### config.mk
export PLATFORM = sky130hd
export DESIGN_NAME = mem_bus_arbiter_flat
export DESIGN_NICKNAME = d
export VERILOG_FILES = /design/src/rtl/mem_bus_arbiter_pkg.sv /design/src/rtl/mem_bus_arbiter_if.sv /design/src/rtl/gen_dffr.sv /design/src/rtl/mem_bus_arbiter_arb_rr2.sv /design/src/rtl/mem_bus_arbiter.sv /design/src/flat_wrapper.sv
export SDC_FILE = /design/constraint.sdc
export NUM_CORES = 1
export LEC_CHECK = 0
export ABC_CLOCK_PERIOD_IN_PS = 3640
export BUFFER_PORTS_ARGS = -buffer_cell sky130_fd_sc_hd__buf_4
export CORE_AREA = 2 2 241 243
export DETAILED_ROUTE_END_ITERATION = 12
export DIE_AREA = 0 0 243 245
export PLACE_DENSITY = 0.31
export SYNTH_ARGS = -nofsm -noshare
export SYNTH_HDL_FRONTEND = slang
export SYNTH_SLANG_ARGS = --single-unit
### constraint.sdc
create_clock -name CLK -period 3.64 [get_ports CLK]
set_clock_uncertainty 0.05 [all_clocks]
set_input_delay 0 -clock CLK [delete_from_list [all_inputs] [get_ports CLK]]
set_output_delay 0 -clock CLK [all_outputs]
set_load 0.02 [all_outputs]
### src/rtl/mem_bus_arbiter_pkg.sv
// Shared constants and types for the two-master memory bus arbiter.
package mem_bus_arbiter_pkg;

  localparam logic ARB_IDLE = 1'b0;
  localparam logic ARB_BUSY = 1'b1;
  localparam logic ARB_M0   = 1'b0;
  localparam logic ARB_M1   = 1'b1;

  typedef enum logic {
    ST_IDLE = ARB_IDLE,
    ST_BUSY = ARB_BUSY
  } arb_state_e;

  function automatic logic gnt_to_idx(input logic [1:0] gnt);
    return gnt[1] ? ARB_M1 : ARB_M0;
  endfunction

endpackage

### src/rtl/mem_bus_arbiter_if.sv
// Bundle of both upstream master ports and the downstream memory port.
// The rsp_err strobes exist only when MEM_ARB_TIMEOUT_EN is defined.
interface mem_bus_arbiter_if #(
  parameter int AW = 64,
  parameter int DW = 64
);
  logic            m0_req_valid, m1_req_valid;
  logic            m0_req_ready, m1_req_ready;
  logic [AW-1:0]   m0_addr, m1_addr;
  logic [DW-1:0]   m0_data_w, m1_data_w;
  logic [DW/8-1:0] m0_wstrb, m1_wstrb;
  logic            m0_wen, m1_wen;
  logic            m0_rsp_valid, m1_rsp_valid;
  logic [DW-1:0]   m0_data_r, m1_data_r;
`ifdef MEM_ARB_TIMEOUT_EN
  logic            m0_rsp_err, m1_rsp_err;
`endif
  logic            mem_mstReq_valid;
  logic [AW-1:0]   mem_addr;
  logic [DW-1:0]   mem_data_w;
  logic [DW/8-1:0] mem_wstrb;
  logic            mem_wen;
  logic [DW-1:0]   mem_data_r;
  logic            mem_slvRsp_valid;

  modport slave (
`ifdef MEM_ARB_TIMEOUT_EN
    output m0_rsp_err, m1_rsp_err,
`endif
    input  m0_req_valid, m1_req_valid, m0_addr, m1_addr, m0_data_w, m1_data_w,
    input  m0_wstrb, m1_wstrb, m0_wen, m1_wen, mem_data_r, mem_slvRsp_valid,
    output m0_req_ready, m1_req_ready, m0_rsp_valid, m1_rsp_valid,
    output m0_data_r, m1_data_r, mem_mstReq_valid, mem_addr, mem_data_w,
    output mem_wstrb, mem_wen
  );

  modport master (
`ifdef MEM_ARB_TIMEOUT_EN
    input  m0_rsp_err, m1_rsp_err,
`endif
    output m0_req_valid, m1_req_valid, m0_addr, m1_addr, m0_data_w, m1_data_w,
    output m0_wstrb, m1_wstrb, m0_wen, m1_wen, mem_data_r, mem_slvRsp_valid,
    input  m0_req_ready, m1_req_ready, m0_rsp_valid, m1_rsp_valid,
    input  m0_data_r, m1_data_r, mem_mstReq_valid, mem_addr, mem_data_w,
    input  mem_wstrb, mem_wen
  );
endinterface

### src/rtl/gen_dffr.sv
// Library flops: async active-low reset register with and without load enable.
module gen_dffren #(
  parameter int           W       = 1,
  parameter logic [W-1:0] RST_VAL = '0
) (
  input  logic         clk_i,
  input  logic         rst_ni,
  input  logic         en_i,
  input  logic [W-1:0] d_i,
  output logic [W-1:0] q_o
);
  // Storage with load enable
  always_ff @(posedge clk_i or negedge rst_ni) begin
    if (!rst_ni) begin
      q_o <= RST_VAL;
    end else if (en_i) begin
      q_o <= d_i;
    end else begin
      q_o <= q_o;
    end
  end
endmodule

module gen_dffr #(
  parameter int           W       = 1,
  parameter logic [W-1:0] RST_VAL = '0
) (
  input  logic         clk_i,
  input  logic         rst_ni,
  input  logic [W-1:0] d_i,
  output logic [W-1:0] q_o
);
  gen_dffren #(.W(W), .RST_VAL(RST_VAL)) u_ff (
    .clk_i (clk_i),
    .rst_ni(rst_ni),
    .en_i  (1'b1),
    .d_i   (d_i),
    .q_o   (q_o)
  );
endmodule

### src/rtl/mem_bus_arbiter_arb_rr2.sv
// Combinational 2-way round-robin picker producing a one-hot grant.
module arb_rr2
  import mem_bus_arbiter_pkg::*;
(
  input  logic [1:0] req_i,
  input  logic       last_grant_i,
  output logic [1:0] gnt_o
);
  // On a tie the master that did not win last time is preferred
  always_comb begin
    gnt_o = 2'b00;
    case (req_i)
      2'b01:   gnt_o = 2'b01;
      2'b10:   gnt_o = 2'b10;
      2'b11:   gnt_o = (last_grant_i == ARB_M1) ? 2'b01 : 2'b10;
      default: gnt_o = 2'b00;
    endcase
  end
endmodule

### src/rtl/mem_bus_arbiter.sv
// Two-master single-outstanding memory bus arbiter with response routing.
// Optional bus timeout enabled by defining MEM_ARB_TIMEOUT_EN.
module mem_bus_arbiter
  import mem_bus_arbiter_pkg::*;
#(
  parameter int AW          = 64,
  parameter int DW          = 64,
  parameter int TIMEOUT_CYC = 15
) (
  input  logic                 CLK,
  input  logic                 RSTn,
  mem_bus_arbiter_if.slave     bus
);

  arb_state_e      state_q, state_d;
  logic            state_raw_q;
  logic            owner_q, owner_d;
  logic            last_grant_q, last_grant_d;
  logic            busy_s, rsp_in_s, timeout_s, grant_opp_s, gnt_valid_s, gnt_idx_s;
  logic [1:0]      gnt_s;
  logic [AW-1:0]   addr_s;
  logic [DW-1:0]   data_w_s;
  logic [DW/8-1:0] wstrb_s;
  logic            wen_s;

  gen_dffr #(.W(1), .RST_VAL(ARB_IDLE)) u_state_ff (
    .clk_i(CLK), .rst_ni(RSTn), .d_i(state_d), .q_o(state_raw_q)
  );
  gen_dffr #(.W(1), .RST_VAL(ARB_M0)) u_owner_ff (
    .clk_i(CLK), .rst_ni(RSTn), .d_i(owner_d), .q_o(owner_q)
  );
  // last_grant resets to M1 so that M0 wins the first tie
  gen_dffr #(.W(1), .RST_VAL(ARB_M1)) u_last_ff (
    .clk_i(CLK), .rst_ni(RSTn), .d_i(last_grant_d), .q_o(last_grant_q)
  );

  arb_rr2 u_rr (
    .req_i       ({bus.m1_req_valid, bus.m0_req_valid}),
    .last_grant_i(last_grant_q),
    .gnt_o       (gnt_s)
  );

`ifdef MEM_ARB_TIMEOUT_EN
  localparam int CW = $clog2(TIMEOUT_CYC + 1);
  logic [CW-1:0] cnt_q, cnt_d;
  logic          cnt_en_s;

  // Counter clears on grant and counts BUSY cycles that see no response
  always_comb begin
    cnt_en_s = gnt_valid_s | (busy_s & ~rsp_in_s);
    if (gnt_valid_s) begin
      cnt_d = {CW{1'b0}};
    end else begin
      cnt_d = cnt_q + {{(CW-1){1'b0}}, 1'b1};
    end
  end

  gen_dffren #(.W(CW), .RST_VAL({CW{1'b0}})) u_cnt_ff (
    .clk_i(CLK), .rst_ni(RSTn), .en_i(cnt_en_s), .d_i(cnt_d), .q_o(cnt_q)
  );
`endif

  // Grant opportunity, timeout detection and picker qualification
  always_comb begin
    state_q  = arb_state_e'(state_raw_q);
    busy_s   = (state_q == ST_BUSY);
    rsp_in_s = bus.mem_slvRsp_valid & busy_s;
`ifdef MEM_ARB_TIMEOUT_EN
    timeout_s = busy_s & ~rsp_in_s & (cnt_q == CW'(TIMEOUT_CYC - 1));
`else
    timeout_s = 1'b0;
`endif
    grant_opp_s = (~busy_s | rsp_in_s) & ~timeout_s;
    gnt_valid_s = grant_opp_s & (gnt_s != 2'b00);
    gnt_idx_s   = gnt_to_idx(gnt_s);
  end

  // Downstream request mux; fields are zero whenever no request is issued
  always_comb begin
    addr_s   = {AW{1'b0}};
    data_w_s = {DW{1'b0}};
    wstrb_s  = {(DW/8){1'b0}};
    wen_s    = 1'b0;
    if (gnt_valid_s && (gnt_idx_s == ARB_M1)) begin
      addr_s   = bus.m1_addr;
      data_w_s = bus.m1_data_w;
      wstrb_s  = bus.m1_wstrb;
      wen_s    = bus.m1_wen;
    end else if (gnt_valid_s) begin
      addr_s   = bus.m0_addr;
      data_w_s = bus.m0_data_w;
      wstrb_s  = bus.m0_wstrb;
      wen_s    = bus.m0_wen;
    end else begin
      wen_s    = 1'b0;
    end
  end

  // Handshake, downstream and response outputs
  always_comb begin
    bus.m0_req_ready     = grant_opp_s & gnt_s[0];
    bus.m1_req_ready     = grant_opp_s & gnt_s[1];
    bus.mem_mstReq_valid = gnt_valid_s;
    bus.mem_addr         = addr_s;
    bus.mem_data_w       = data_w_s;
    bus.mem_wstrb        = wstrb_s;
    bus.mem_wen          = wen_s;
    bus.m0_rsp_valid     = (rsp_in_s | timeout_s) & (owner_q == ARB_M0);
    bus.m1_rsp_valid     = (rsp_in_s | timeout_s) & (owner_q == ARB_M1);
    bus.m0_data_r        = (rsp_in_s && owner_q == ARB_M0) ? bus.mem_data_r : {DW{1'b0}};
    bus.m1_data_r        = (rsp_in_s && owner_q == ARB_M1) ? bus.mem_data_r : {DW{1'b0}};
`ifdef MEM_ARB_TIMEOUT_EN
    bus.m0_rsp_err       = timeout_s & (owner_q == ARB_M0);
    bus.m1_rsp_err       = timeout_s & (owner_q == ARB_M1);
`endif
  end

  // Next-state: a grant always wins; otherwise a completion returns to IDLE
  always_comb begin
    state_d      = state_q;
    owner_d      = owner_q;
    last_grant_d = last_grant_q;
    if (gnt_valid_s) begin
      state_d      = ST_BUSY;
      owner_d      = gnt_idx_s;
      last_grant_d = gnt_idx_s;
    end else if (rsp_in_s || timeout_s) begin
      state_d      = ST_IDLE;
    end else begin
      state_d      = state_q;
    end
  end

endmodule

### src/flat_wrapper.sv
// flat-port wrapper written by rule: the top's interface ports become plain ports
module mem_bus_arbiter_flat import mem_bus_arbiter_pkg::*;
#(
  parameter int AW          = 64,
  parameter int DW          = 64,
  parameter int TIMEOUT_CYC = 15
)
  (CLK, RSTn, bus_m0_req_valid, bus_m1_req_valid, bus_m0_addr, bus_m1_addr, bus_m0_data_w, bus_m1_data_w, bus_m0_wstrb, bus_m1_wstrb, bus_m0_wen, bus_m1_wen, bus_mem_data_r, bus_mem_slvRsp_valid, bus_m0_req_ready, bus_m1_req_ready, bus_m0_rsp_valid, bus_m1_rsp_valid, bus_m0_data_r, bus_m1_data_r, bus_mem_mstReq_valid, bus_mem_addr, bus_mem_data_w, bus_mem_wstrb, bus_mem_wen);
  mem_bus_arbiter_if #(.AW(AW), .DW(DW)) bus_i ();
  input  logic CLK;
  input  logic RSTn;
  input wire logic [$bits(bus_i.m0_req_valid)-1:0] bus_m0_req_valid;
  input wire logic [$bits(bus_i.m1_req_valid)-1:0] bus_m1_req_valid;
  input wire logic [$bits(bus_i.m0_addr)-1:0] bus_m0_addr;
  input wire logic [$bits(bus_i.m1_addr)-1:0] bus_m1_addr;
  input wire logic [$bits(bus_i.m0_data_w)-1:0] bus_m0_data_w;
  input wire logic [$bits(bus_i.m1_data_w)-1:0] bus_m1_data_w;
  input wire logic [$bits(bus_i.m0_wstrb)-1:0] bus_m0_wstrb;
  input wire logic [$bits(bus_i.m1_wstrb)-1:0] bus_m1_wstrb;
  input wire logic [$bits(bus_i.m0_wen)-1:0] bus_m0_wen;
  input wire logic [$bits(bus_i.m1_wen)-1:0] bus_m1_wen;
  input wire logic [$bits(bus_i.mem_data_r)-1:0] bus_mem_data_r;
  input wire logic [$bits(bus_i.mem_slvRsp_valid)-1:0] bus_mem_slvRsp_valid;
  output wire logic [$bits(bus_i.m0_req_ready)-1:0] bus_m0_req_ready;
  output wire logic [$bits(bus_i.m1_req_ready)-1:0] bus_m1_req_ready;
  output wire logic [$bits(bus_i.m0_rsp_valid)-1:0] bus_m0_rsp_valid;
  output wire logic [$bits(bus_i.m1_rsp_valid)-1:0] bus_m1_rsp_valid;
  output wire logic [$bits(bus_i.m0_data_r)-1:0] bus_m0_data_r;
  output wire logic [$bits(bus_i.m1_data_r)-1:0] bus_m1_data_r;
  output wire logic [$bits(bus_i.mem_mstReq_valid)-1:0] bus_mem_mstReq_valid;
  output wire logic [$bits(bus_i.mem_addr)-1:0] bus_mem_addr;
  output wire logic [$bits(bus_i.mem_data_w)-1:0] bus_mem_data_w;
  output wire logic [$bits(bus_i.mem_wstrb)-1:0] bus_mem_wstrb;
  output wire logic [$bits(bus_i.mem_wen)-1:0] bus_mem_wen;
  assign bus_i.m0_req_valid = bus_m0_req_valid;
  assign bus_i.m1_req_valid = bus_m1_req_valid;
  assign bus_i.m0_addr = bus_m0_addr;
  assign bus_i.m1_addr = bus_m1_addr;
  assign bus_i.m0_data_w = bus_m0_data_w;
  assign bus_i.m1_data_w = bus_m1_data_w;
  assign bus_i.m0_wstrb = bus_m0_wstrb;
  assign bus_i.m1_wstrb = bus_m1_wstrb;
  assign bus_i.m0_wen = bus_m0_wen;
  assign bus_i.m1_wen = bus_m1_wen;
  assign bus_i.mem_data_r = bus_mem_data_r;
  assign bus_i.mem_slvRsp_valid = bus_mem_slvRsp_valid;
  assign bus_m0_req_ready = bus_i.m0_req_ready;
  assign bus_m1_req_ready = bus_i.m1_req_ready;
  assign bus_m0_rsp_valid = bus_i.m0_rsp_valid;
  assign bus_m1_rsp_valid = bus_i.m1_rsp_valid;
  assign bus_m0_data_r = bus_i.m0_data_r;
  assign bus_m1_data_r = bus_i.m1_data_r;
  assign bus_mem_mstReq_valid = bus_i.mem_mstReq_valid;
  assign bus_mem_addr = bus_i.mem_addr;
  assign bus_mem_data_w = bus_i.mem_data_w;
  assign bus_mem_wstrb = bus_i.mem_wstrb;
  assign bus_mem_wen = bus_i.mem_wen;
  mem_bus_arbiter #(.AW(AW), .DW(DW), .TIMEOUT_CYC(TIMEOUT_CYC)) u_core (.CLK(CLK), .RSTn(RSTn), .bus(bus_i));
endmodule
* Word level (Yosys, flattened, before mapping)
Cells that the tools add are included. W data, S select, Z words.
Storage, ports and cells: bits in registers 3, input port bits 343, output and inout port bits 270, logic and storage cells 35
Operators by class: equal/unequal tests 3, mux-type cells 15, bitwise gates (word level) 9, reductions and logical operators 5
Operators with widths (number):
- $mux W64 | 6
- $mux W8 | 2
- $and A1 B1 Y1 | 6
- $pmux W2 S3 | 1
- $mux W1 | 5
- $eq A2 B2 Y1 const B | 2
- $reduce_bool A2 Y1 | 2
- $logic_and A1 B1 Y1 | 3
- $eq A2 B1 Y1 const B | 1
- $mux W2 | 1
- $not A1 Y1 | 2
- $or A1 B1 Y1 | 1

* Logic depth before layout (Yosys ltp)
Gate-level depths: netlist of the first run.
depth in word-level cells 6, mapped depth 6, mapped depth without buffers 3

* By module
A second synthesis of the first run with hierarchy kept.
Unflattened totals: cells, all modules 635, area total of the unflattened synthesis 3624.7 µm²
Modules (own cells, without submodules):
- mem_bus_arbiter | instances 1, cells an instance 623, area each 3473.3 µm², seq. area each 0.0 µm²
- gen_dffren at u_core.u_owner_ff.u_ff ... | instances 2, cells an instance 2, area each 40.0 µm², seq. area each 25.0 µm²
- gen_dffren at u_core.u_last_ff.u_ff | instances 1, cells an instance 2, area each 41.3 µm², seq. area each 26.3 µm²
- arb_rr2 | instances 1, cells an instance 3, area each 18.8 µm², seq. area each 0.0 µm²
- gen_dffr | instances 3, cells an instance 1, area each 3.8 µm², seq. area each 0.0 µm²

* Least setup slack after synthesis of the first run
Ideal clock, no wire load.
path kind register to output, start reg u_core.u_last_ff.u_ff.q_o, end out bus_mem_addr[0], arrival time 1372 ps, required time 3590 ps, slack 2218 ps, stages on the path, launching flop included 6, buffers on the path 2, path through dfstp_2 -> nand2b_1 -> and3_4 -> buf_2 -> buf_2 -> a22o_1
On the way: longest elaborated chain between the ends 6, elaborated cells between the ends (all ways) 8
Ends and longest elaborated chain:
- from (decl) | RTL line gen_dffr.sv:10 | output logic [W-1:0] q_o
- from (signal assigned) | RTL line gen_dffr.sv:17 | q_o <= d_i;
- from (signal assigned) | RTL line gen_dffr.sv:19 | q_o <= q_o;
- $mux W2 (*) | RTL line mem_bus_arbiter_arb_rr2.sv:15 | 2'b11: gnt_o = (last_grant_i == ARB_M1) ? 2'b01 : 2'b10;
- $pmux W2 S3 (*) | RTL line mem_bus_arbiter_arb_rr2.sv:12 | case (req_i)
- $reduce_bool A2 Y1 | RTL line mem_bus_arbiter.sv:74 | gnt_valid_s = grant_opp_s & (gnt_s != 2'b00);
- $and A1 B1 Y1 | RTL line mem_bus_arbiter.sv:74
- $mux W64 / $logic_and A1 B1 Y1 (equally long branches) | RTL line mem_bus_arbiter.sv:89, mem_bus_arbiter.sv:84
- $mux W64 (*) | RTL line mem_bus_arbiter.sv:84 | if (gnt_valid_s && (gnt_idx_s == ARB_M1)) begin
- to (decl) | RTL line flat_wrapper.sv:31 | output wire logic [$bits(bus_i.mem_addr)-1:0] bus_mem_addr;
Every way passes the cells marked *; elsewhere a longest branch is shown, timed or not.

* Worst setup path after layout of the first run
start in bus_m0_req_valid, end out bus_mem_data_w[13]
On the way: longest elaborated chain between the ends 6, elaborated cells between the ends (all ways) 10
Ends and longest elaborated chain:
- from (decl) | RTL line flat_wrapper.sv:12 | input wire logic [$bits(bus_i.m0_req_valid)-1:0] bus_m0_req_valid;
- $eq A2 B2 Y1 / $eq A2 B1 Y1 (equally long branches) | RTL line mem_bus_arbiter_arb_rr2.sv:12
- $pmux W2 S3 (*) | RTL line mem_bus_arbiter_arb_rr2.sv:12
- $reduce_bool A2 Y1 | RTL line mem_bus_arbiter.sv:74
- $and A1 B1 Y1 | RTL line mem_bus_arbiter.sv:74
- $mux W64 / $logic_and A1 B1 Y1 (equally long branches) | RTL line mem_bus_arbiter.sv:89, mem_bus_arbiter.sv:84
- $mux W64 (*) | RTL line mem_bus_arbiter.sv:84
- to (decl) | RTL line flat_wrapper.sv:32 | output wire logic [$bits(bus_i.mem_data_w)-1:0] bus_mem_data_w;
Marks and branches as above.

==> flow_metrics.py, run 1 <==
metrics = {
    "outcome": {
        "status": "finished clean",
    },
    "place": {
        "placed_cell_area_mm2": 0.007799,
        "io_buffers": 612,
        "gp_congestion": 0.8280,
        "hpwl_um": 36590,
    },
    "clock_network": {
        "clock_sinks": 3,
        "cts_setup_buffers": 0,
        "cts_tree": "built",
        "cts_resized": 0,
        "worstSkewPairLatency_ns": 0.22,
        "cts_buffers": 3,
        "clk_pin_slew_worst_paths_ns": 0.03,
        "hold_buffers": 3,
        "htreeDepth": 1,
        "clockBufferDepth": 2,
        "root_buffer": "clkbuf_16",
    },
    "routing": {
        "wl_met3_um": 3691,
        "dr.pass1.iters": 4,
        "first_iter_violations": 207,
        "ant_nets": 0,
        "viasPerCell": 3.150,
        "dr_wl_met2_um": 22500,
        "drt-total-wl_um": 41130,
        "avgRoutedWirePerCell_um": 24.54,
        "via_count": 5279,
        "drc": 0,
        "top_layer": "met5",
        "route.layer.met1.wl_um": 14750,
    },
    "finish": {
        "nNetsFinal": 1251,
        "drive_gt1_share_pct": 69.13,
        "final_common_cell": "buf_4",
        "layout_common_cells": "buf_4, a22o_1, and2_1",
        "finalInstanceArea_mm2": 0.007918,
        "synthToLayoutAreaGrowth_pct": 223.8,
        "fill_cells": 6702,
        "register_area_um2": 76.32,
        "multi_input_area_mm2": 0.002097,
    },
    "timing": {
        "max_freq_ghz": 0.4152,
        "rsz0062_at_grt": "false",
        "period_share_pct": 66.17,
        "min_period_ns": 2.409,
        "worst_pin_slew_ns": 0.9949,
        "relSlewSlack_pct": 33.68,
        "setup_viol": 0,
        "final-hold-violation-count": 0,
        "finalMaxSlewViolations": 0,
        "setup_tns_ns": 0,
    },
    "critical_path": {
        "critPathBufInv": 4,
        "r2r_end": "u_core.u_owner_ff.u_ff.q_o",
        "critPathMaxStageDelay_ns": 0.55,
        "cp_common_cell": "buf_4",
        "path_max_fanout": 36,
        "crit_path_end_kind": "output pin",
        "crit_chain": "dlygate4sd3_1, buf_4, nand2_1, and3_4, buf_4, a22o_1, buf_4",
        "cp_top_family": "buffers and inverters",
        "worstReg2RegStart": "u_core.u_state_ff.u_ff.q_o",
        "path_class": "primary input to output pin",
        "arrival_ns": 2.36,
        "startpoint_type": "primary input",
        "rrSetupSlack_ns": 2.02,
        "required_ns": 3.59,
        "reg2reg_depth": 4,
        "critPathSlowestCell": "dlygate4sd3_1",
    },
    "grt": {
        "antenna_found_initial": 17,
        "grt_pass1_wl_um": 52130,
        "grt_max_degree": 72,
        "first_global_vias": 5590,
        "grt_overflow": 0,
        "grt_use_total_pct": 12.95,
    },
    "worst_hold_path": {
        "holdCritPathClass": "primary input to register",
        "worstHoldEndpoint": "u_core.u_state_ff.u_ff.q_o",
        "worstHoldStart": "bus_mem_slvRsp_valid",
        "holdPathStages": 3,
    },
    "die": {
        "die_h_um": 245,
        "die-area_mm2": 0.05954,
        "io_pins": 613,
        "die_w_um": 243,
        "start_util_pct": 4.287,
        "rows": 88,
        "core_mm2": 0.05703,
    },
    "power_and_ir_drop": {
        "p_per_area_mw_per_mm2": 205.6,
        "p_leak_nw": 4.122,
        "vdd_drop_max_uv": 110.1,
    },
    "synthesis": {
        "yosys.cell_types.count": 18,
        "syn_avg_cell_area_um2": 7.477,
        "yosys_warnings": 0,
        "syn_area_mm2": 0.002445,
        "ys_seq_area_share_pct": 3.122,
        "synth_seq_cells": 3,
        "syn-instance-count": 327,
        "synth_nets": 670,
    },
    "job": {
        "drv_cap": 0,
    },
}
-- tightest hold or removal path: cells and delay by family --
family	cells	cell delay, ns
buf+inv	1	0.10
simple gates	2	0.19
-- per-layer routing --
metal / vias up / GRT usage, %
met5: - / 0
li1: 2385 / -
met1: 2457 / 13.78
met4: 6 / 0.4150
met3: 30 / 4.024
met2: 401 / 25.91
-- layout make-up --
type / count / share of cell area [%]
Sequential cell: 3 / 0.9640
Clock buffer: 4 / 0.9956
Multi-Input combinational cell: 278 / 26.49
Inverter: 1 / 0.04741
Tap cell: 765 / 12.09
Antenna cell: 4 / 0.1264
Timing Repair Buffer: 621 / 59.29
-- registers in the layout, summed over array words and instances, names as in the netlist --
| signal | flops |
|---|---|
| u_core.u_last_ff.u_ff.q_o | 1 |
| u_core.u_owner_ff.u_ff.q_o | 1 |
| u_core.u_state_ff.u_ff.q_o | 1 |
-- per-stage QoR --
step | util (%) | cells | worst slack (ns) | hold slack [ns] | power (mW)
5_1_grt | 13.87 | 1673 | 1.100 | 0.08202 | 1.719
3_3_place_gp | 13.67 | 1665 | 1.502 | -0.2548 | 1.496
6_report | 13.88 | 1676 | 1.231 | 0.05651 | 1.628
4_1_cts | 13.86 | 1672 | 1.199 | 0.06040 | 1.674
3_5_place_dp | 13.67 | 1665 | 1.513 | -0.2521 | 1.482
2_1_floorplan | - | 327 | 2.218 | -0.3456 | 0.6466
-- Yosys cell counts, drive strengths merged --
library cell,count,area (um^2)
nor2,2,7.510
and2,128,800.8
a22o,137,1200
buf,31,226.5
nand2b,2,20.02
clkbuf,14,55.05
dfstp,1,26.28
dfrtp,2,50.05
o21ai,1,5.000
and3,3,23.77
a21o,2,15.01
inv,1,3.750
nand2,3,11.26
-- worst max path at each step --
stage | startpoint | to | slack (ns) | cells past startpoint
global route | bus_m0_req_valid | bus_mem_data_w[32] | 1.10 | 7
detailed placement | u_core.u_state_ff.u_ff.q_o | bus_mem_data_w[32] | 1.51 | 5
CTS | bus_m0_req_valid | bus_mem_data_w[32] | 1.20 | 7
finish | bus_m0_req_valid | bus_mem_data_w[13] | 1.23 | 7
global placement | u_core.u_state_ff.u_ff.q_o | bus_mem_data_w[32] | 1.50 | 5
floorplan | u_core.u_last_ff.u_ff.q_o | bus_mem_addr[0] | 2.22 | 5
-- report_power, final --
part           leakage (nW)  total, mW  internal, mW  switching [mW]
clock network        0.0382      0.176         0.145          0.0315
logic                  4.05       1.41         0.663           0.746
registers            0.0323     0.0428        0.0386         0.00417
total                  4.12       1.63         0.846           0.781
-- logic make-up (layout without fill, tap and decap cells) --
group / after synthesis / in the layout / share of synthesized area (%)
other cells: 0 / 4 / 0
compound gates: 140 / 140 / 49.90
simple gates: 138 / 138 / 35.31
buf+inv: 46 / 626 / 11.67
flops: 3 / 3 / 3.122
Note: power is estimated with default switching activity, not from simulation.
==> run 2, diff against run 1 <==
--- a/config.mk
+++ b/config.mk
@@ -5,12 +5,13 @@
 export SDC_FILE = /design/constraint.sdc
 export NUM_CORES = 1
 export LEC_CHECK = 0
-export ABC_CLOCK_PERIOD_IN_PS = 3640
+export ABC_AREA = 1
+export ABC_CLOCK_PERIOD_IN_PS = 2000
 export BUFFER_PORTS_ARGS = -buffer_cell sky130_fd_sc_hd__buf_4
-export CORE_AREA = 2 2 241 243
+export CORE_AREA = 2 2 236 238
 export DETAILED_ROUTE_END_ITERATION = 12
-export DIE_AREA = 0 0 243 245
-export PLACE_DENSITY = 0.31
+export DIE_AREA = 0 0 238 240
+export PLACE_DENSITY = 0.34
 export SYNTH_ARGS = -nofsm -noshare
 export SYNTH_HDL_FRONTEND = slang
 export SYNTH_SLANG_ARGS = --single-unit
==> constraint.sdc (replaced) <==
create_clock -name CLK -period 2 [get_ports CLK]
set_clock_uncertainty 0.05 [all_clocks]
set_input_delay 0 -clock CLK [delete_from_list [all_inputs] [get_ports CLK]]
set_output_delay 0 -clock CLK [all_outputs]
set_load 0.02 [all_outputs]
==> run 2 against run 1 <==
Effect of this change: sequential power grew 77%; clock power grew 84%; area after synthesis grew 28%; non-clock buffer count grew 10; sequential share of layout area shrank 0.082 points; critical path type unchanged.
==> flow_metrics.py, run 2 <==
metrics = {
    "timing": {
        "min_period_ns": 1.884,
        "final-hold-violation-count": 0,
        "timing.final.ws_setup_ns": 0.1157,
        "finalMaxSlewViolations": 0,
        "rsz0062_at_grt": "true",
        "max_freq_ghz": 0.5307,
        "setup_viol": 0,
        "relSlewSlack_pct": 68.90,
        "worst_pin_slew_ns": 0.4665,
        "period_share_pct": 94.22,
    },
    "critical_path": {
        "path_class": "primary input to output pin",
        "path_max_fanout": 61,
        "arrival_ns": 1.83,
        "rrSetupSlack_ns": 0.62,
        "required_ns": 1.95,
        "crit_path_end_kind": "output pin",
        "startpoint_type": "primary input",
    },
    "outcome": {
        "status": "finished clean",
    },
    "power_and_ir_drop": {
        "p_leak_nw": 5.112,
        "p_per_area_mw_per_mm2": 350.0,
        "vdd_drop_max_uv": 152.8,
    },
    "routing": {
        "drc": 0,
        "viasPerCell": 3.416,
        "drt-total-wl_um": 26860,
        "first_iter_violations": 230,
        "avgRoutedWirePerCell_um": 13.62,
        "ant_nets": 0,
        "via_count": 6736,
        "dr.pass1.iters": 4,
    },
    "grt": {
        "antenna_found_initial": 3,
        "grt_pass1_wl_um": 36730,
        "grt_max_degree": 79,
        "grt_overflow": 0,
        "grt_use_total_pct": 8.182,
        "first_global_vias": 6363,
    },
    "synthesis": {
        "synth_top_family_by_area": "simple AND/OR/NAND/NOR gates",
        "synth_nets": 1048,
        "synth_enable_flop_cells": 0,
        "synth_top_cells_by_area": "nand2_1, nand4_1, nor2_1",
        "syn_avg_cell_area_um2": 4.453,
        "synth_xor_area_share_pct": 0,
        "synth_common_cells": "nand2_1, nand4_1, nor2_1, inv_1, buf_2",
        "yosys.cell_types.count": 13,
        "yosysTopAreaCell": "nand2_1",
        "synth_seq_cells": 3,
        "muxShareOfSynthArea_pct": 0,
        "ys_async_sr_fraction_pct": 100.0,
        "synth_top_area_share_pct": 33.72,
        "yosys_warnings": 0,
        "synth_ff_type": "dfrtp_1",
        "synth_adder_area_share_pct": 0,
        "syn-instance-count": 705,
        "ys_seq_area_share_pct": 2.431,
        "synth_compound_area_share_pct": 0.1594,
        "yosys.area_share.simple_pct": 77.32,
        "yosysMostFrequentCell": "nand2_1",
        "syn_area_mm2": 0.003139,
    },
    "finish": {
        "finalInstanceArea_mm2": 0.008655,
        "final_cells": 1972,
        "layout_common_cells": "buf_4, nand2_1, nand4_1",
        "synthToLayoutAreaGrowth_pct": 175.7,
        "reg_top3": "u_core.u_last_ff.u_ff.q_o: 1 flops, u_core.u_owner_ff.u_ff.q_o: 1 flops, u_core.u_state_ff.u_ff.q_o: 1 flops",
        "fill_cells": 6318,
        "nNetsFinal": 1610,
        "drive_gt1_share_pct": 50.55,
        "final_common_cell": "buf_4",
    },
    "die": {
        "start_util_pct": 5.743,
        "die_w_um": 238,
        "core_mm2": 0.05466,
        "die-area_mm2": 0.05712,
        "die_h_um": 240,
        "io_pins": 613,
        "rows": 86,
    },
    "clock_network": {
        "root_buffer": "clkbuf_16",
        "worstSkewPairLatency_ns": 0.22,
        "htreeDepth": 1,
        "cts_tree": "built",
        "clock_sinks": 3,
        "cts_buffers": 3,
        "clockBufferDepth": 2,
        "clk_pin_slew_worst_paths_ns": 0.03,
    },
    "place": {
        "placed_cell_area_mm2": 0.008548,
        "gp_congestion": 0.7927,
        "place_inst": 1964,
        "dp_slack_ns": 0.3913,
        "hpwl_um": 22040,
        "io_buffers": 612,
    },
    "job": {
        "drv_cap": 0,
    },
    "worst_hold_path": {
        "holdCritPathClass": "primary input to register",
    },
}
## run 2: logic make-up after synthesis
| family | Yosys count |
|---|---|
| flip-flops | 3 |
| AND/OR/NAND/NOR | 554 |
| buffers and inverters | 147 |
| AO/OA/AOI/OAI | 1 |
## run 2: worst max-delay path, stage by stage
cell and delay [ns]:
dlygate4sd3_1 0.57, buf_4 0.16, nand2_1 0.10, nand2_4 0.09, nor2_4 0.16, buf_12 0.25, nand2_1 0.11, nand2_1 0.13
buf_4 0.16
## run 2: final cells by class
class | instances | area [um^2] | share of cell area (%)
well taps | 704 | 880.8 | 10.18
flip-flops and latches | 3 | 76.32 | 0.8819
repair buffers | 631 | 4867 | 56.24
diodes | 2 | 5.005 | 0.05783
clock buffers | 4 | 78.83 | 0.9108
multi-input cells | 555 | 2472 | 28.57
inverters | 73 | 274.0 | 3.166
## run 2: stage by stage
step / total power, mW / util [%] / setup TNS, ns / hold slack (ns)
after global placement: 2.737 / 15.64 / 0 / -0.2541
after CTS: 3.061 / 15.82 / 0 / 0.01514
after global routing: 3.224 / 15.83 / -0.03881 / 0.02026
final: 3.029 / 15.83 / 0 / 0.003010
after detailed placement: 2.721 / 15.64 / 0 / -0.2529
after floorplan: 1.281 / - / 0 / -0.3456
## run 2: path summary, 6_finish.rpt
path,start,end,cells after the start
min reg2reg,u_core.u_last_ff.u_ff.q_o,u_core.u_last_ff.u_ff.q_o,2
min,bus_m1_req_valid,u_core.u_state_ff.u_ff.q_o,3
max,bus_m0_req_valid,bus_mem_addr[6],9
max in group asynchronous,RSTn,u_core.u_last_ff.u_ff.q_o,2
min in group asynchronous,RSTn,u_core.u_owner_ff.u_ff.q_o,2
max reg2reg,u_core.u_state_ff.u_ff.q_o,u_core.u_owner_ff.u_ff.q_o,6
## run 2: metal layers
metal / track usage [%] / routed length (um) / part of all wire (%) / vias to the layer above
li1: - / - / - / 3377
met1: 8.555 / 9510 / 35 / 2969
met2: 16.58 / 14600 / 54 / 364
met3: 1.470 / 2101 / 7.8 / 24
met4: 2.083 / 633 / 2.4 / 2
met5: 0 / 13 / 0.048 / -
## run 2: timing repair
item | CTS | global route
buffers inserted | 0 | 0
hold buffers | 2 | 0
gates resized for setup | 0 | 1
hold endpoints to repair | 4 | 0
endpoints found under the setup margin | 0 | 5
## run 2: power by group
part	internal, mW	total [mW]	switching [mW]	leakage, nW
logic	1.18	2.63	1.45	5.04
clock network	0.264	0.323	0.0595	0.0382
registers	0.0702	0.0759	0.00564	0.0322
==> run 3, diff against run 2 <==
--- a/config.mk
+++ b/config.mk
@@ -6,12 +6,12 @@
 export NUM_CORES = 1
 export LEC_CHECK = 0
 export ABC_AREA = 1
-export ABC_CLOCK_PERIOD_IN_PS = 2000
+export ABC_CLOCK_PERIOD_IN_PS = 2300
 export BUFFER_PORTS_ARGS = -buffer_cell sky130_fd_sc_hd__buf_4
-export CORE_AREA = 2 2 236 238
+export CORE_AREA = 2 2 239 241
 export DETAILED_ROUTE_END_ITERATION = 12
-export DIE_AREA = 0 0 238 240
-export PLACE_DENSITY = 0.34
+export DIE_AREA = 0 0 241 243
+export PLACE_DENSITY = 0.33
 export SYNTH_ARGS = -nofsm -noshare
 export SYNTH_HDL_FRONTEND = slang
 export SYNTH_SLANG_ARGS = --single-unit
==> constraint.sdc (replaced) <==
create_clock -name CLK -period 2.3 [get_ports CLK]
set_clock_uncertainty 0.05 [all_clocks]
set_input_delay 0 -clock CLK [delete_from_list [all_inputs] [get_ports CLK]]
set_output_delay 0 -clock CLK [all_outputs]
set_load 0.02 [all_outputs]
==> run 3 against run 2 <==
Effect of this change: count of clock-buffer cells in the layout did not move; final cell count rose by 3.0%; largest power group unchanged; die area rose by 2.5%; power fell by 12%; critical endpoint is now bus_mem_addr[20]; register-to-register slack improved by 0.26 ns; sequential share of layout area barely moved; flip-flop and latch count did not move; largest cell class unchanged; wire length rose by 4.7%; sequential power fell by 14%; utilization fell by 0.074 points.
==> flow_metrics.py, run 3 (same netlist as run 2, synthesis figures left out) <==
metrics = {
    "outcome": {
        "status": "finished clean",
    },
    "finish": {
        "synthToLayoutAreaGrowth_pct": 180.9,
        "antenna_cells": 0,
        "post-route-util_pct": 15.76,
        "nNetsFinal": 1619,
        "fill_cells": 6579,
        "reg_top3": "u_core.u_last_ff.u_ff.q_o: 1 flops, u_core.u_owner_ff.u_ff.q_o: 1 flops, u_core.u_state_ff.u_ff.q_o: 1 flops",
        "final_common_cell": "buf_4",
        "layout_common_cells": "buf_4, nand2_1, nand4_1",
        "drive_gt1_share_pct": 50.82,
    },
    "timing": {
        "setup_tns_ns": 0,
        "rsz0062_at_grt": "false",
        "finalMaxSlewViolations": 0,
        "final-hold-violation-count": 0,
        "timing.final.ws_setup_ns": 0.2782,
        "min_period_ns": 2.022,
        "worst_pin_slew_ns": 0.5464,
        "setup_viol": 0,
        "max_freq_ghz": 0.4946,
        "relSlewSlack_pct": 63.57,
        "period_share_pct": 87.90,
    },
    "clock_network": {
        "htreeDepth": 1,
        "cts_buffers": 3,
        "clock_sinks": 3,
        "worstSkewPairLatency_ns": 0.22,
        "clockBufferDepth": 2,
        "root_buffer": "clkbuf_16",
        "cts_tree": "built",
        "clk_pin_slew_worst_paths_ns": 0.03,
    },
    "grt": {
        "grt_max_degree": 108,
        "antenna_found_initial": 2,
        "first_global_vias": 6596,
        "grt_use_total_pct": 8.556,
        "grt_overflow": 0,
        "grt_pass1_wl_um": 38440,
    },
    "place": {
        "io_buffers": 612,
        "dp_slack_ns": 0.3751,
        "gp_congestion": 0.8196,
        "hpwl_um": 23080,
    },
    "die": {
        "die-area_mm2": 0.05856,
        "die_w_um": 241,
        "start_util_pct": 5.611,
        "io_pins": 613,
        "die_h_um": 243,
        "rows": 87,
        "core_mm2": 0.05595,
    },
    "critical_path": {
        "required_ns": 2.25,
        "cp_top_family": "buffers and inverters",
        "cp_common_cell": "buf_4",
        "path_max_fanout": 29,
        "crit_path_end_kind": "output pin",
        "critPathMaxStageDelay_ns": 0.56,
        "arrival_ns": 1.97,
        "startpoint_type": "primary input",
        "critPathBufInv": 5,
        "crit_chain": "dlygate4sd3_1, buf_4, inv_1, nand2_4, buf_4, nand4_1, nand2_1, buf_4",
        "critPathSlowestCell": "dlygate4sd3_1",
        "path_class": "primary input to output pin",
    },
    "routing": {
        "drc": 0,
        "dr.pass1.iters": 5,
        "ant_nets": 0,
        "avgRoutedWirePerCell_um": 13.84,
        "via_count": 6809,
        "first_iter_violations": 219,
        "viasPerCell": 3.353,
        "drt-total-wl_um": 28120,
    },
    "power_and_ir_drop": {
        "p_leak_nw": 5.170,
        "p_per_area_mw_per_mm2": 301.5,
        "vdd_drop_max_uv": 142.4,
    },
    "job": {
        "drv_cap": 0,
    },
    "worst_hold_path": {
        "holdCritPathClass": "primary input to register",
    },
}
run 3: cell types whose count changed in the layout (fill, tap and decap cells not counted), sizes merged:
cell	change
buf	+9
diode	-2
run 3: power by group:
| group | switching (mW) | leakage [nW] | internal (mW) |
|---|---|---|---|
| logic | 1.27 | 5.10 | 1.05 |
| clock network | 0.0477 | 0.0382 | 0.229 |
| registers | 0.00453 | 0.0322 | 0.0611 |
run 3: final timing paths:
path / startpoint / to / slack [ns] / depth (start not counted)
max reg2reg: u_core.u_state_ff.u_ff.q_o / u_core.u_last_ff.u_ff.q_o / 0.88 / 4
max: bus_m0_req_valid / bus_mem_addr[20] / 0.28 / 8
min reg2reg: u_core.u_last_ff.u_ff.q_o / u_core.u_last_ff.u_ff.q_o / 0.42 / 2
min in group asynchronous: RSTn / u_core.u_owner_ff.u_ff.q_o / 0.13 / 2
min: bus_m1_req_valid / u_core.u_state_ff.u_ff.q_o / 0.006 / 3
max in group asynchronous: RSTn / u_core.u_last_ff.u_ff.q_o / 1.88 / 2
run 3: layer usage:
layer | vias to the layer above | track usage (%) | wire (um)
met5 | - | 0 | 0
li1 | 3394 | - | -
met2 | 362 | 17.22 | 15170
met1 | 3026 | 8.895 | 10160
met3 | 27 | 1.535 | 2261
met4 | 0 | 2.088 | 529
run 3: cell type report:
cell class                 count  area [um^2]  share of cell area [%]
clock buffer                   4        78.83                  0.8940
inverter                      73        274.0                   3.108
tap                          756        945.9                   10.73
sequential                     3        76.32                  0.8656
multi-input combinational    555         2470                   28.01
timing repair buffer         640         4972                   56.39
run 3: worst reg2reg max path, stage by stage (launching register included):
cell and delay [ns]:
dfrtp_1 0.43, nand2_4 0.44, nand2_1 0.26, nand2_1 0.11, nand2_1 0.05
run 3: repair_timing:
action | in CTS | in global routing
setup endpoints to repair | 0 | 1
setup buffers | 0 | 3
hold buffers | 2 | 0
gates resized for setup | 0 | 0
hold endpoints to repair | 4 | 0
run 3: metrics by stage:
stage	hold slack, ns	instance area, um^2	cells	power (mW)
floorplan	-0.3456	3139	705	1.114
global placement	-0.2471	8671	2022	2.416
detailed placement	-0.2467	8671	2022	2.397
CTS	0.0008652	8770	2028	2.689
global route	0.01921	8817	2031	2.844
finish	0.005932	8817	2031	2.659
